--- src/rtl/uart_tx_fifo.sv ---
// UART transmitter fed by a DEPTH-entry FIFO; parity and stop-bit config are latched as each frame starts. Optional break: UART_TX_BREAK_EN.
// Latency: a push into an empty idle FIFO is popped one cycle later, and tx drops one cycle after that; frames run back-to-back.
// Backpressure: wr_ready = !fifo_full; a push while full is dropped and sets sticky overflow.
`timescale 1ns/1ps
module uart_tx_fifo #(
    parameter int CLOCK_FREQ = 50000000,
    parameter int BAUD_RATE  = 9600,
    parameter int DATA_BITS  = 8,
    parameter int DEPTH      = 16
) (
    input  logic                       clk,
    input  logic                       rst_n,
    input  logic                       wr_valid,
    input  logic [DATA_BITS-1:0]       wr_data,
    output logic                       wr_ready,
    input  logic                       enable_parity,
    input  logic                       parity_type,
    input  logic                       two_stop,
    input  logic                       clr_overflow,
`ifdef UART_TX_BREAK_EN
    input  logic                       break_req,
`endif
    output logic                       tx,
    output logic                       busy,
    output logic                       done,
    output logic [$clog2(DEPTH+1)-1:0] fifo_count,
    output logic                       fifo_empty,
    output logic                       fifo_full,
    output logic                       overflow
);
    localparam int CPB = CLOCK_FREQ / BAUD_RATE;
    localparam int CW  = $clog2(CPB);
    localparam int PW  = $clog2(DEPTH);
    localparam int NW  = $clog2(DEPTH + 1);
    localparam int IW  = $clog2(DATA_BITS);

    typedef enum logic [2:0] {
        S_IDLE, S_START, S_DATA, S_PARITY, S_STOP, S_BREAK, S_GAP
    } state_t;

    state_t                 state_q, state_d;
    logic [CW-1:0]          cnt_q, cnt_d;
    logic [IW-1:0]          bit_q, bit_d;
    logic [DATA_BITS-1:0]   data_q, data_d;
    logic                   par_en_q, par_en_d;
    logic                   par_q, par_d;
    logic                   two_stop_q, two_stop_d;
    logic                   tx_q, tx_d;
    logic                   busy_q, busy_d;
    logic                   done_q, done_d;
    logic                   ovf_q, ovf_d;
    logic [NW-1:0]          count_q, count_d;
    logic [PW-1:0]          wr_ptr_q, wr_ptr_d;
    logic [PW-1:0]          rd_ptr_q, rd_ptr_d;
    logic [DATA_BITS-1:0]   mem_q [DEPTH];
    logic                   push, pop, bit_end, brk;

`ifdef UART_TX_BREAK_EN
    assign brk = break_req;
`else
    assign brk = 1'b0;
`endif

    assign fifo_full  = (count_q == NW'(DEPTH));
    assign fifo_empty = (count_q == '0);
    assign wr_ready   = !fifo_full;
    assign push       = wr_valid && !fifo_full;

    always_comb begin
        state_d    = state_q;
        cnt_d      = '0;
        bit_d      = bit_q;
        data_d     = data_q;
        par_en_d   = par_en_q;
        par_d      = par_q;
        two_stop_d = two_stop_q;
        done_d     = 1'b0;
        pop        = 1'b0;
        bit_end    = (cnt_q == CW'(CPB - 1));
        if (state_q != S_IDLE && state_q != S_BREAK)
            cnt_d = bit_end ? '0 : cnt_q + CW'(1);
        case (state_q)
            S_IDLE: begin
                if (brk) state_d = S_BREAK;
                else     pop = !fifo_empty;
            end
            S_START: if (bit_end) begin
                state_d = S_DATA;
                bit_d   = '0;
            end
            S_DATA: if (bit_end) begin
                if (bit_q == IW'(DATA_BITS - 1)) begin
                    state_d = par_en_q ? S_PARITY : S_STOP;
                    bit_d   = '0;
                end else begin
                    bit_d = bit_q + IW'(1);
                end
            end
            S_PARITY: if (bit_end) begin
                state_d = S_STOP;
                bit_d   = '0;
            end
            S_STOP: if (bit_end) begin
                if (two_stop_q && bit_q == '0) begin
                    bit_d = IW'(1);
                end else begin
                    done_d  = 1'b1;
                    state_d = S_IDLE;
                    pop     = !fifo_empty && !brk;
                end
            end
            S_BREAK: if (!brk) state_d = S_GAP;
            S_GAP: if (bit_end) begin
                state_d = S_IDLE;
                pop     = !fifo_empty && !brk;
            end
            default: state_d = S_IDLE;
        endcase
        // Popping always starts a fresh frame with the config sampled right now.
        if (pop) begin
            state_d    = S_START;
            cnt_d      = '0;
            bit_d      = '0;
            data_d     = mem_q[rd_ptr_q];
            par_en_d   = enable_parity;
            par_d      = (^mem_q[rd_ptr_q]) ^ parity_type;
            two_stop_d = two_stop;
        end
    end

    always_comb begin
        case (state_q)
            S_START:  tx_d = 1'b0;
            S_DATA:   tx_d = data_q[bit_q];
            S_PARITY: tx_d = par_q;
            S_BREAK:  tx_d = 1'b0;
            default:  tx_d = 1'b1;
        endcase
        busy_d   = (state_d != S_IDLE);
        wr_ptr_d = wr_ptr_q + PW'(push);
        rd_ptr_d = rd_ptr_q + PW'(pop);
        count_d  = count_q + NW'(push) - NW'(pop);
        // A dropped push wins over a clear in the same cycle.
        if (wr_valid && fifo_full) ovf_d = 1'b1;
        else if (clr_overflow)     ovf_d = 1'b0;
        else                       ovf_d = ovf_q;
    end

    always_ff @(posedge clk or negedge rst_n) begin
        if (!rst_n) begin
            state_q    <= S_IDLE;
            cnt_q      <= '0;
            bit_q      <= '0;
            data_q     <= '0;
            par_en_q   <= 1'b0;
            par_q      <= 1'b0;
            two_stop_q <= 1'b0;
            tx_q       <= 1'b1;
            busy_q     <= 1'b0;
            done_q     <= 1'b0;
            ovf_q      <= 1'b0;
            count_q    <= '0;
            wr_ptr_q   <= '0;
            rd_ptr_q   <= '0;
        end else begin
            state_q    <= state_d;
            cnt_q      <= cnt_d;
            bit_q      <= bit_d;
            data_q     <= data_d;
            par_en_q   <= par_en_d;
            par_q      <= par_d;
            two_stop_q <= two_stop_d;
            tx_q       <= tx_d;
            busy_q     <= busy_d;
            done_q     <= done_d;
            ovf_q      <= ovf_d;
            count_q    <= count_d;
            wr_ptr_q   <= wr_ptr_d;
            rd_ptr_q   <= rd_ptr_d;
        end
    end

    always_ff @(posedge clk) begin
        if (push) mem_q[wr_ptr_q] <= wr_data;
    end

    assign tx         = tx_q;
    assign busy       = busy_q;
    assign done       = done_q;
    assign overflow   = ovf_q;
    assign fifo_count = count_q;

endmodule

--- config.mk ---
export PLATFORM = sky130hd
export DESIGN_NAME = uart_tx_fifo
export DESIGN_NICKNAME = d
export VERILOG_FILES = /design/src/rtl/uart_tx_fifo.sv
export SDC_FILE = /design/constraint.sdc
export NUM_CORES = 1
export LEC_CHECK = 0
export BUFFER_PORTS_ARGS = -buffer_cell sky130_fd_sc_hd__buf_4
export CORE_ASPECT_RATIO = 1.75
export CORE_MARGIN = 4
export CORE_UTILIZATION = 55
export CTS_CLUSTER_DIAMETER = 200
export DETAILED_ROUTE_END_ITERATION = 6
export HOLD_SLACK_MARGIN = 0.15
export PLACE_DENSITY = 0.75
export REMOVE_ABC_BUFFERS = 1
export SETUP_SLACK_MARGIN = 0.05
export SLEW_MARGIN = 20
export SYNTH_ARGS = -nofsm -noshare
export SYNTH_HDL_FRONTEND = slang
export SYNTH_SLANG_ARGS = --single-unit
--- constraint.sdc ---
create_clock -name clk -period 4.3 [get_ports clk]
set_input_delay 0.645 -clock clk [delete_from_list [all_inputs] [get_ports clk]]
set_output_delay 0.645 -clock clk [all_outputs]
set_load 0.02 [all_outputs]
==> run metrics, run 1 <==
worst r2r path cells 16; worst hold margin 0.229 ns; synth warn 0; Critical Path Start cnt_q[8]; GPL Wtd Cong ~0.79; Routed Antenna Nets 0; Clock Sink Count ~180; PostCTS Resize Cnt 0; sequential share of the synthesized area 0.682; pwr/cell area approximately 490 nW/um^2; Sum Neg Setup Slack 0 ns; cts bufs inserted 17; Post-Syn Instances 439; routed wire length ~14,000 microns; hold buffers post-CTS 0; crit-path max FO 12; via/cell ratio between 5 and 6; vias in the first global route approximately 4,000; max-cap viol count 0; DP HPWL roughly 9500 microns; ys async rst share 0.269; Die X roughly 95 microns; Synth Register Bits between 150 and 200; fin crit share 0.794; Crit path arrival time 3.72 ns; startpoint type of the worst setup path register; ANT cells 0; First DRT Iteration DRCs 294; setup violators final 0; gr usage total 0.197; WP data required between 4 and 5 ns; leakage roughly 3.1 nW; Rows 55; Worst Skew approximately 0.012 ns; Ports 27; Hold Fails Final Rpt 0; core footprint around 13,000 sq um; Hold/Removal Path Class in -> async; most common flop cell mapped by yosys edfxtp_1; worst vdd ir roughly 240 uV; grt total ovfl 0; CP Capture Type register; nets 506; mapped cell area approximately 7400 sq um; fin. max-slew vios 0; initial antenna violation count 0; ratio of cells with drive above 1 in the final layout 0.231; worst-margin pin slew a little over 0.9 ns; Initial Util 0.566; status complete, no violations; setup bufs post-CTS 0; first-pass GRT wire length roughly 22,000 microns; Reg clk slew, reported paths approximately 0.07 ns; number of flops mapped to enable cells by yosys about 130; f_max roughly 0.29 GHz; Netlist cell types between 50 and 60; CTS HTree Levels 4; CTS tree built; r2r setup slk 0.89 ns; Total Power between 4 and 5 mW; Slew HR 0.394; syn avg cell area between 15 and 20 sq um; Residual DRC 0; min cycle time layout ~3.4 ns; drt wl/cell ~21 microns; Detailed Routing Iterations Pass 1 5; RSZ-0062 raised after global routing false; die height 161 microns; FF-to-FF End fifo_count[4]; die area between 15,000 and 20,000 sq um; vias after detailed routing between 3,000 and 4,000; I/O Buffers 26; CTS Buffer Depth 2; CP Class reg -> reg; area grow syn2layout 13.1%; Skew-Pair Late Insertion Delay ~0.42 ns; Clock Tree Root clkbuf_16; largest net degree at the start of global routing 48; Worst R2R Start cnt_q[8]; crit path capture fifo_count[4]
-- where the power goes --
| part | internal (mW) | leakage, nW | switching [mW] |
|---|---|---|---|
| sequential | 1.99 | 1.74 | 0.0975 |
| combinational | 0.219 | 1.03 | 0.303 |
| clock | 0.783 | 0.286 | 0.713 |
| total | 2.99 | 3.06 | 1.11 |
-- critical path, stage by stage (launching register included) --
cell and delay [ns]:
dfrtp_1 0.44, or4b_1 0.55, nor3_2 0.12, buf_4 0.20, nand2_1 0.06, a2111o_1 0.53, inv_2 0.11, ha_1 0.22
inv_1 0.05, ha_1 0.17, inv_1 0.06, fa_1 0.40, inv_1 0.07, a21oi_1 0.06, nor2_1 0.08, nor2_1 0.06
xnor2_1 0.11
-- final cells by class --
cell class,count,area [sq um]
clock buffer,17,425
clock inverter,15,160
fill,877,4690
inverter,18,67.6
multi-input combinational,229,2170
sequential,175,5020
tap,171,214
timing repair buffer,35,263
-- routing by layer --
metal  track usage  vias to the layer above  part of all wire
met5             0                        -                 0
li1              -                     1746                 -
met2         0.352                       85              0.58
met4        0.0842                        0             0.021
met1         0.219                     1948              0.37
met3        0.0471                       17             0.030
-- placed cells by master (no fill, tap or decap), types with 7 or more instances in the layout --
| cell type | netlist | final |
|---|---|---|
| edfxtp_1 | 128 | 128 |
| dfrtp_1 | 46 | 46 |
| mux4_2 | 36 | 36 |
| buf_4 | 0 | 35 |
| nor2_1 | 34 | 34 |
| nand2_1 | 26 | 26 |
| nand3_1 | 18 | 18 |
| inv_1 | 17 | 17 |
| clkbuf_16 | 0 | 17 |
| ha_1 | 14 | 14 |
| xor2_1 | 12 | 12 |
| o21ai_0 | 9 | 9 |
| xnor2_1 | 7 | 7 |
| a21oi_1 | 7 | 7 |
-- cell families (layout without fill, tap and decap cells) --
| kind of cell | after synthesis | count (layout) | share of synthesized area |
|---|---|---|---|
| flops | 175 | 175 | 0.682 |
| simple gates | 110 | 110 | 0.0738 |
| mux | 50 | 50 | 0.133 |
| buf+inv | 35 | 85 | 0.0236 |
| compound gates | 31 | 31 | 0.0265 |
| xor+xnor | 23 | 23 | 0.0340 |
| fa+ha+maj | 15 | 15 | 0.0265 |
-- state kept, by name, summed over array words and instances (netlist names), 3 cells and up --
signal and cells:
bit_q 3, cnt_q 13, data_q 8, fifo_count 5, mem_q 128, rd_ptr_q 4, state_q 3, wr_ptr_q 4
-- cells in the mapped netlist, types with 2 or more instances --
| library cell | count | area [sq um] |
|---|---|---|
| edfxtp_1 | 128 | 3840 |
| dfrtp_1 | 46 | 1150 |
| mux4_2 | 36 | 811 |
| nor2_1 | 34 | 128 |
| nand2_1 | 26 | 97.6 |
| nand3_1 | 18 | 90.1 |
| inv_1 | 17 | 63.8 |
| ha_1 | 14 | 175 |
| xor2_1 | 12 | 105 |
| o21ai_0 | 9 | 45.0 |
| a21oi_1 | 7 | 35.0 |
| buf_2 | 7 | 35.0 |
| xnor2_1 | 7 | 61.3 |
| clkbuf_1 | 6 | 22.5 |
| mux2_2 | 5 | 56.3 |
| nor2b_1 | 5 | 31.3 |
| a22oi_1 | 4 | 30.0 |
| mux2_1 | 4 | 45.0 |
| mux2i_1 | 4 | 40.0 |
| nand4_1 | 4 | 25.0 |
| nor3_1 | 4 | 20.0 |
| buf_6 | 3 | 33.8 |
| nand2b_1 | 3 | 18.8 |
| or3_1 | 3 | 18.8 |
| xnor3_1 | 3 | 67.6 |
| a21o_1 | 2 | 15.0 |
| and4_1 | 2 | 17.5 |
| or4b_1 | 2 | 20.0 |
-- worst min-delay path by stage --
stage | from | endpoint | slack, ns | depth (start not counted)
floorplan | rst_n | bit_q[0] | 0.35 | 0
global placement | data_q[6] | data_q[6] | 0.47 | 1
detailed placement | two_stop_q | two_stop_q | 0.47 | 2
CTS | rst_n | fifo_count[3] | 0.23 | 1
global route | rst_n | fifo_count[2] | 0.27 | 1
finish | rst_n | fifo_count[3] | 0.23 | 1
-- metrics by stage --
step / util / worst slack, ns / instance area (sq um) / std cells
3_5_place_dp: 0.595 / 0.913 / 7730 / 628
3_3_place_gp: 0.595 / 0.980 / 7730 / 628
5_1_grt: 0.640 / 0.706 / 8320 / 660
6_report: 0.640 / 0.886 / 8320 / 660
4_1_cts: 0.640 / 0.890 / 8320 / 660
2_1_floorplan: - / 0.798 / 7250 / 422
(Power assumes the default switching activity.)
==> inputs of run 2 (changes only) <==
==> constraint.sdc (replaced) <==
create_clock -name clk -period 3.4 [get_ports clk]
set_input_delay 0.51 -clock clk [delete_from_list [all_inputs] [get_ports clk]]
set_output_delay 0.51 -clock clk [all_outputs]
set_load 0.02 [all_outputs]
==> run 2 against run 1 <==
  * Critical path depth fell by 1
  * Clock power rose by 24%
  * Clock skew fell by 0.0053 ns
  * Hold slack improved by 0.050 ns
  * Sequential power rose by 26%
  * Non-clock buffer count rose by 16
  * Highest routed layer unchanged
==> run metrics, run 2 (same netlist as run 1, synthesis figures left out) <==
max-cap viol count 0 (unchanged); RSZ-0062 raised after global routing false; sw frac 0.249 (-0.0219); Regs by FF count mem_q: 128 flops, cnt_q: 13 flops, data_q: 8 flops; area grow syn2layout 14.7%; nets 522 (+3.2%); via/cell ratio 5.74 (-0.21%); die height 161 microns (unchanged); CTS HTree Levels 4 (unchanged); sequential share of power 0.508 (about the same); Routed Antenna Nets 0 (unchanged); Hold Crit Start two_stop; drt wl/cell 20.4 microns (-2.6%); crit-path max FO 4 (-8); vias after detailed routing 3,874 (+2.1%); met1 Track Usage GR 0.224 (+0.00445); min cycle time layout 3.11 ns (-0.306 ns); Reg clk slew, reported paths 0.07 ns (about the same); fill count 876 (-0.11%); Hold/Removal Path Class in -> reg; Top reg by flops mem_q; fin. max-slew vios 0 (unchanged); pwr/cell area 615 nW/um^2 (+25%); setup violators final 0 (unchanged); post-route cell area 8440 sq um (+1.4%); fin crit share 0.914 (+0.120); Detailed Routing Iterations Pass 1 4 (-1); placed insts 641 (+2.1%); worst-margin pin slew 0.876 ns (-0.0298 ns); startpoint type of the worst setup path register; P_int 3.90 mW (+30%); first-pass GRT wire length 22,300 microns (+1.7%); max reg flops 128 (unchanged); CTS tree built; Hold Fails Final Rpt 0 (unchanged); Util after Layout 0.649 (+0.00904); ratio of cells with drive above 1 in the final layout 0.254 (+0.0229); storage element area 5020 sq um (about the same); met3 usage 0.0471 (unchanged); GPL Wtd Cong 0.813 (+2.9%); CP Capture Type register; DP HPWL 9420 microns (-1.2%); Clock Tree Root clkbuf_16; f_max 0.322 GHz (+9.8%); ANT cells 0 (unchanged); Clock Power Share 0.359 (-0.005); most frequent cells in the layout edfxtp_1 (128), buf_4 (49), dfrtp_1 (45); largest net degree at the start of global routing 48 (unchanged); Clock Sink Count 175 (unchanged); WP data required 3.70 ns (-0.91 ns); Rows 55 (unchanged); grt peak-use layer met2; Slew HR 0.414 (+0.0199); initial antenna violation count 0 (unchanged); Critical Path Start cnt_q[8]; DP Area 7840 sq um (+1.4%); commonest non-fill, non-tap cell in the layout edfxtp_1; die area 15,400 sq um (unchanged); core footprint 13,000 sq um (unchanged); leakage 3.12 nW (+2.0%); Ports 27 (unchanged); vias in the first global route 4,192 (+4.1%); cts bufs inserted 17 (unchanged); CTS Buffer Depth 2 (unchanged); GR Util met2 0.357 (+0.00510); Worst R2R Start cnt_q[8]; CP Class reg -> reg; Non-Filler Instances 675 (+2.3%); Residual DRC 0 (unchanged); status complete, no violations; grt total ovfl 0 (unchanged); Worst Skew 0.00715 ns (-0.00534 ns); Die X 95.4 microns (unchanged); Sum Neg Setup Slack 0 ns (unchanged); routed wire length 13,800 microns (-0.38%); Skew-Pair Late Insertion Delay 0.42 ns (about the same); Comb pwr share 0.132 (+0.005); I/O Buffers 26 (unchanged); gr usage total 0.198 (+0.00112); worst vdd ir 371 uV (+53%); multi-input combinational cell area 2170 sq um (unchanged); Crit path arrival time 3.41 ns (-0.31 ns); First DRT Iteration DRCs 306 (+4.1%); Psw 1.29 mW (+16%); Initial Util 0.566 (unchanged)
==> run 2: final timing paths <==
path	end	slack, ns	cells past startpoint
worst max-delay path	fifo_count[4]	0.29	15
worst min-delay path	two_stop_q	0.28	3
worst max register to register	fifo_count[4]	0.29	15
worst min register to register	two_stop_q	0.50	2
max in group asynchronous	cnt_q[8]	2.33	2
min in group asynchronous	fifo_count[2]	0.64	2
==> run 2: cell type report <==
class,count,area share
flip-flops and latches,175,0.595
inverters,18,0.00801
well taps,171,0.0254
clock inverters,13,0.0163
clock buffers,18,0.0509
repair buffers,51,0.0472
multi-input cells,229,0.257
==> run 2: metal layers <==
metal | vias to the layer above | wire (microns)
met4 | 0 | 368
met5 | - | 0
met1 | 2004 | 5130
met3 | 26 | 389
li1 | 1773 | -
met2 | 71 | 7910
==> run 2: worst max-delay path: stages (launching register included) <==
cell      delay [ns]
dfrtp_2         0.44
or4b_1          0.53
nor3_2          0.20
nand2_1         0.07
a2111o_1        0.44
inv_2           0.09
ha_1            0.22
inv_1           0.06
ha_1            0.15
inv_1           0.06
fa_2            0.34
inv_1           0.06
a21oi_1         0.06
nor2_1          0.10
nor2_1          0.06
xnor2_1         0.12
==> run 2: power groups by stage <==
| stage | Combinational [mW] | Clock (mW) | Sequential [mW] |
|---|---|---|---|
| global route | 0.764 | 1.99 | 2.66 |
| CTS | 0.700 | 1.90 | 2.64 |
| detailed placement | 0.691 | 0 | 2.68 |
| global placement | 0.671 | 0 | 2.66 |
| finish | 0.687 | 1.86 | 2.64 |
| floorplan | 0.397 | 0 | 2.68 |
==> run 2: what timing repair did <==
| action | 4_1_cts | 5_1_grt |
|---|---|---|
| hold buffers | 1 | 0 |
| setup endpoints to repair | 0 | 1 |
| setup buffers | 0 | 2 |
| resized for setup | 0 | 3 |
| hold endpoints to repair | 46 | 0 |
==> run 2: per-stage QoR <==
step           power [mW]  setup slack [ns]  hold WS [ns]
6_report             5.19             0.291         0.279
5_1_grt              5.41            0.0914         0.276
4_1_cts              5.24             0.249         0.263
3_5_place_dp         3.37             0.263         0.474
3_3_place_gp         3.34             0.337         0.463
2_1_floorplan        3.08            -0.102         0.214
==> inputs of run 3 (changes only) <==
==> constraint.sdc (replaced) <==
create_clock -name clk -period 3.9 [get_ports clk]
set_input_delay 0.585 -clock clk [delete_from_list [all_inputs] [get_ports clk]]
set_output_delay 0.585 -clock clk [all_outputs]
set_load 0.02 [all_outputs]
==> run 3 against run 2 <==
  * Fmax is 11% lower
  * Cell count decreased by 2.2%
  * Global-route usage decreased by 0.48 points
  * Sequential share of layout area is 1.0 points higher
  * Critical endpoint unchanged
  * Routed wire length decreased by 4.0%
  * Design area down 1.7%
  * Count of clock-buffer cells in the layout decreased by 1
  * Largest cell class unchanged
  * Combinational power fell by 16%
  * First-iteration DRC count increased by 2.9%
  * Flip-flop and latch count unchanged
  * Die area is the same
==> run metrics, run 3 (same netlist as run 1, synthesis figures left out) <==
ANT cells 0 (unchanged); Skew-Pair Late Insertion Delay 0.42 ns (about the same); area grow syn2layout 12.7%; Clock Tree Root clkbuf_16; Rows 55 (unchanged); CTS HTree Levels 4 (unchanged); status complete, no violations; Initial Util 0.566 (unchanged); crit-path max FO 15 (+11); Hold/Removal Path Class in -> async; fill count 887 (+1.3%); Hold Fails Final Rpt 0 (unchanged); commonest non-fill, non-tap cell in the layout edfxtp_1; Crit path arrival time 3.78 ns (+0.37 ns); fin. max-slew vios 0 (unchanged); Detailed Routing Iterations Pass 1 5 (+1); first-pass GRT wire length 22,000 microns (-1.5%); CP Capture Type register; max-cap viol count 0 (unchanged); routed wire length 13,300 microns (-4.0%); CTS Buffer Depth 2 (unchanged); die height 161 microns (unchanged); Place WS 0.402 ns (+0.139 ns); Reg clk slew, reported paths 0.07 ns (about the same); startpoint type of the worst setup path register; Routed Antenna Nets 0 (unchanged); Ports 27 (unchanged); via/cell ratio 5.75 (+0.21%); Util after Layout 0.638 (-0.0111); I/O Buffers 26 (unchanged); worst-margin pin slew 0.946 ns (+0.0692 ns); setup violators final 0 (unchanged); slowest stage delay, CP 0.55 ns (+0.02 ns); PostCTS Resize Cnt 0 (unchanged); RSZ-0062 raised after global routing false; crit-path most repeated cell inv_1; setup bufs post-CTS 0 (unchanged); ratio of cells with drive above 1 in the final layout 0.231 (-0.0229); initial antenna violation count 0 (unchanged); vias in the first global route 4,016 (-4.2%); f_max 0.287 GHz (-11%); Residual DRC 0 (unchanged); DP Area 7730 sq um (-1.3%); post-route cell area 8290 sq um (-1.7%); Non-Filler Instances 660 (-2.2%); cell class contributing the biggest share of worst-path delay simple AND/OR/NAND/NOR gates; WP data required 4.20 ns (+0.50 ns); Top reg by flops mem_q; nets 506 (-3.1%); largest net degree at the start of global routing 48 (unchanged); min cycle time layout 3.48 ns (+0.374 ns); grt total ovfl 0 (unchanged); placed insts 628 (-2.0%); core footprint 13,000 sq um (unchanged); Buffers & Inverters on Critical Path 4 (unchanged); worst hold margin 0.164 ns (-0.115 ns); gr usage total 0.193 (-0.00477); Regs by FF count mem_q: 128 flops, cnt_q: 13 flops, data_q: 8 flops; Critical-path top delay cell or4b_1; GPL Wtd Cong 0.852 (+4.8%); Die X 95.4 microns (unchanged); CP Class reg -> reg; hold buffers post-CTS 0 (-1); final worst slack 0.417 ns (+0.126 ns); First DRT Iteration DRCs 315 (+2.9%); drt wl/cell 20.1 microns (-1.8%); leakage 3.05 nW (-2.3%); most frequent cells in the layout edfxtp_1 (128), dfrtp_1 (46), mux4_2 (36); max reg flops 128 (unchanged); Worst Skew 0.00846 ns (+0.00131 ns); Clock Sink Count 175 (unchanged); die area 15,400 sq um (unchanged); Total Power 4.46 mW (-14%); CTS tree built; vias after detailed routing 3,796 (-2.0%); Slew HR 0.367 (-0.0463); cts bufs inserted 17 (unchanged); pwr/cell area 538 nW/um^2 (-13%); worst vdd ir 288 uV (-22%); DP HPWL 9330 microns (-0.96%); fin crit share 0.893 (-0.0214); CP cell instances or4b_1, nor3_2, nand2_1, a2111o_1, inv_2, ha_1, inv_1, ha_1, inv_1, fa_1, inv_1, a21oi_1, nor2_1, nor2_1, xnor2_1; Sum Neg Setup Slack 0 ns (unchanged)
==> run 3: cell types whose count changed in the layout (fill, tap and decap cells not counted), sizes merged <==
cell         delta
buf            -15
bufinv          -2
clkbuf          -1
clkinv          -1
clkinvlp        -4
dlygate4sd3     -1
inv             +9
==> run 3: final cells by class <==
cell class,instances,area [sq um],share of cell area
Clock inverter,15,134,0.0161
Inverter,18,67.6,0.00815
Timing Repair Buffer,35,263,0.0317
Sequential cell,175,5020,0.606
Clock buffer,17,425,0.0513
Multi-Input combinational cell,229,2170,0.261
Tap cell,171,214,0.0258
==> run 3: routing by layer <==
metal / wire (microns) / track usage
met1: 4960 / 0.229
met4: 143 / 0.0596
met2: 7770 / 0.349
met3: 373 / 0.0382
met5: 0 / 0
==> run 3: final timing paths <==
kind / startpoint / end / slack (ns) / depth (start not counted)
max reg2reg: cnt_q[8] / fifo_count[4] / 0.42 / 15
min: rst_n / fifo_count[4] / 0.16 / 1
max: cnt_q[8] / fifo_count[4] / 0.42 / 15
min reg2reg: data_q[6] / data_q[6] / 0.49 / 1
max in group asynchronous: rst_n / data_q[4] / 3.33 / 1
min in group clk: clr_overflow / overflow / 0.36 / 2
==> run 3: worst register-to-register path, cell delays in order, from the launching register on <==
cell and delay [ns]:
dfrtp_1 0.44, or4b_1 0.55, nor3_2 0.16, nand2_1 0.08
a2111o_1 0.53, inv_2 0.28, ha_1 0.29, inv_1 0.05
ha_1 0.15, inv_1 0.05, fa_1 0.40, inv_1 0.08
a21oi_1 0.06, nor2_1 0.08, nor2_1 0.05, xnor2_1 0.11
==> run 3: power breakdown <==
group          total [mW]  internal [mW]  switching [mW]
clock                1.59          0.846           0.744
combinational       0.574          0.242           0.332
sequential           2.30           2.20           0.101
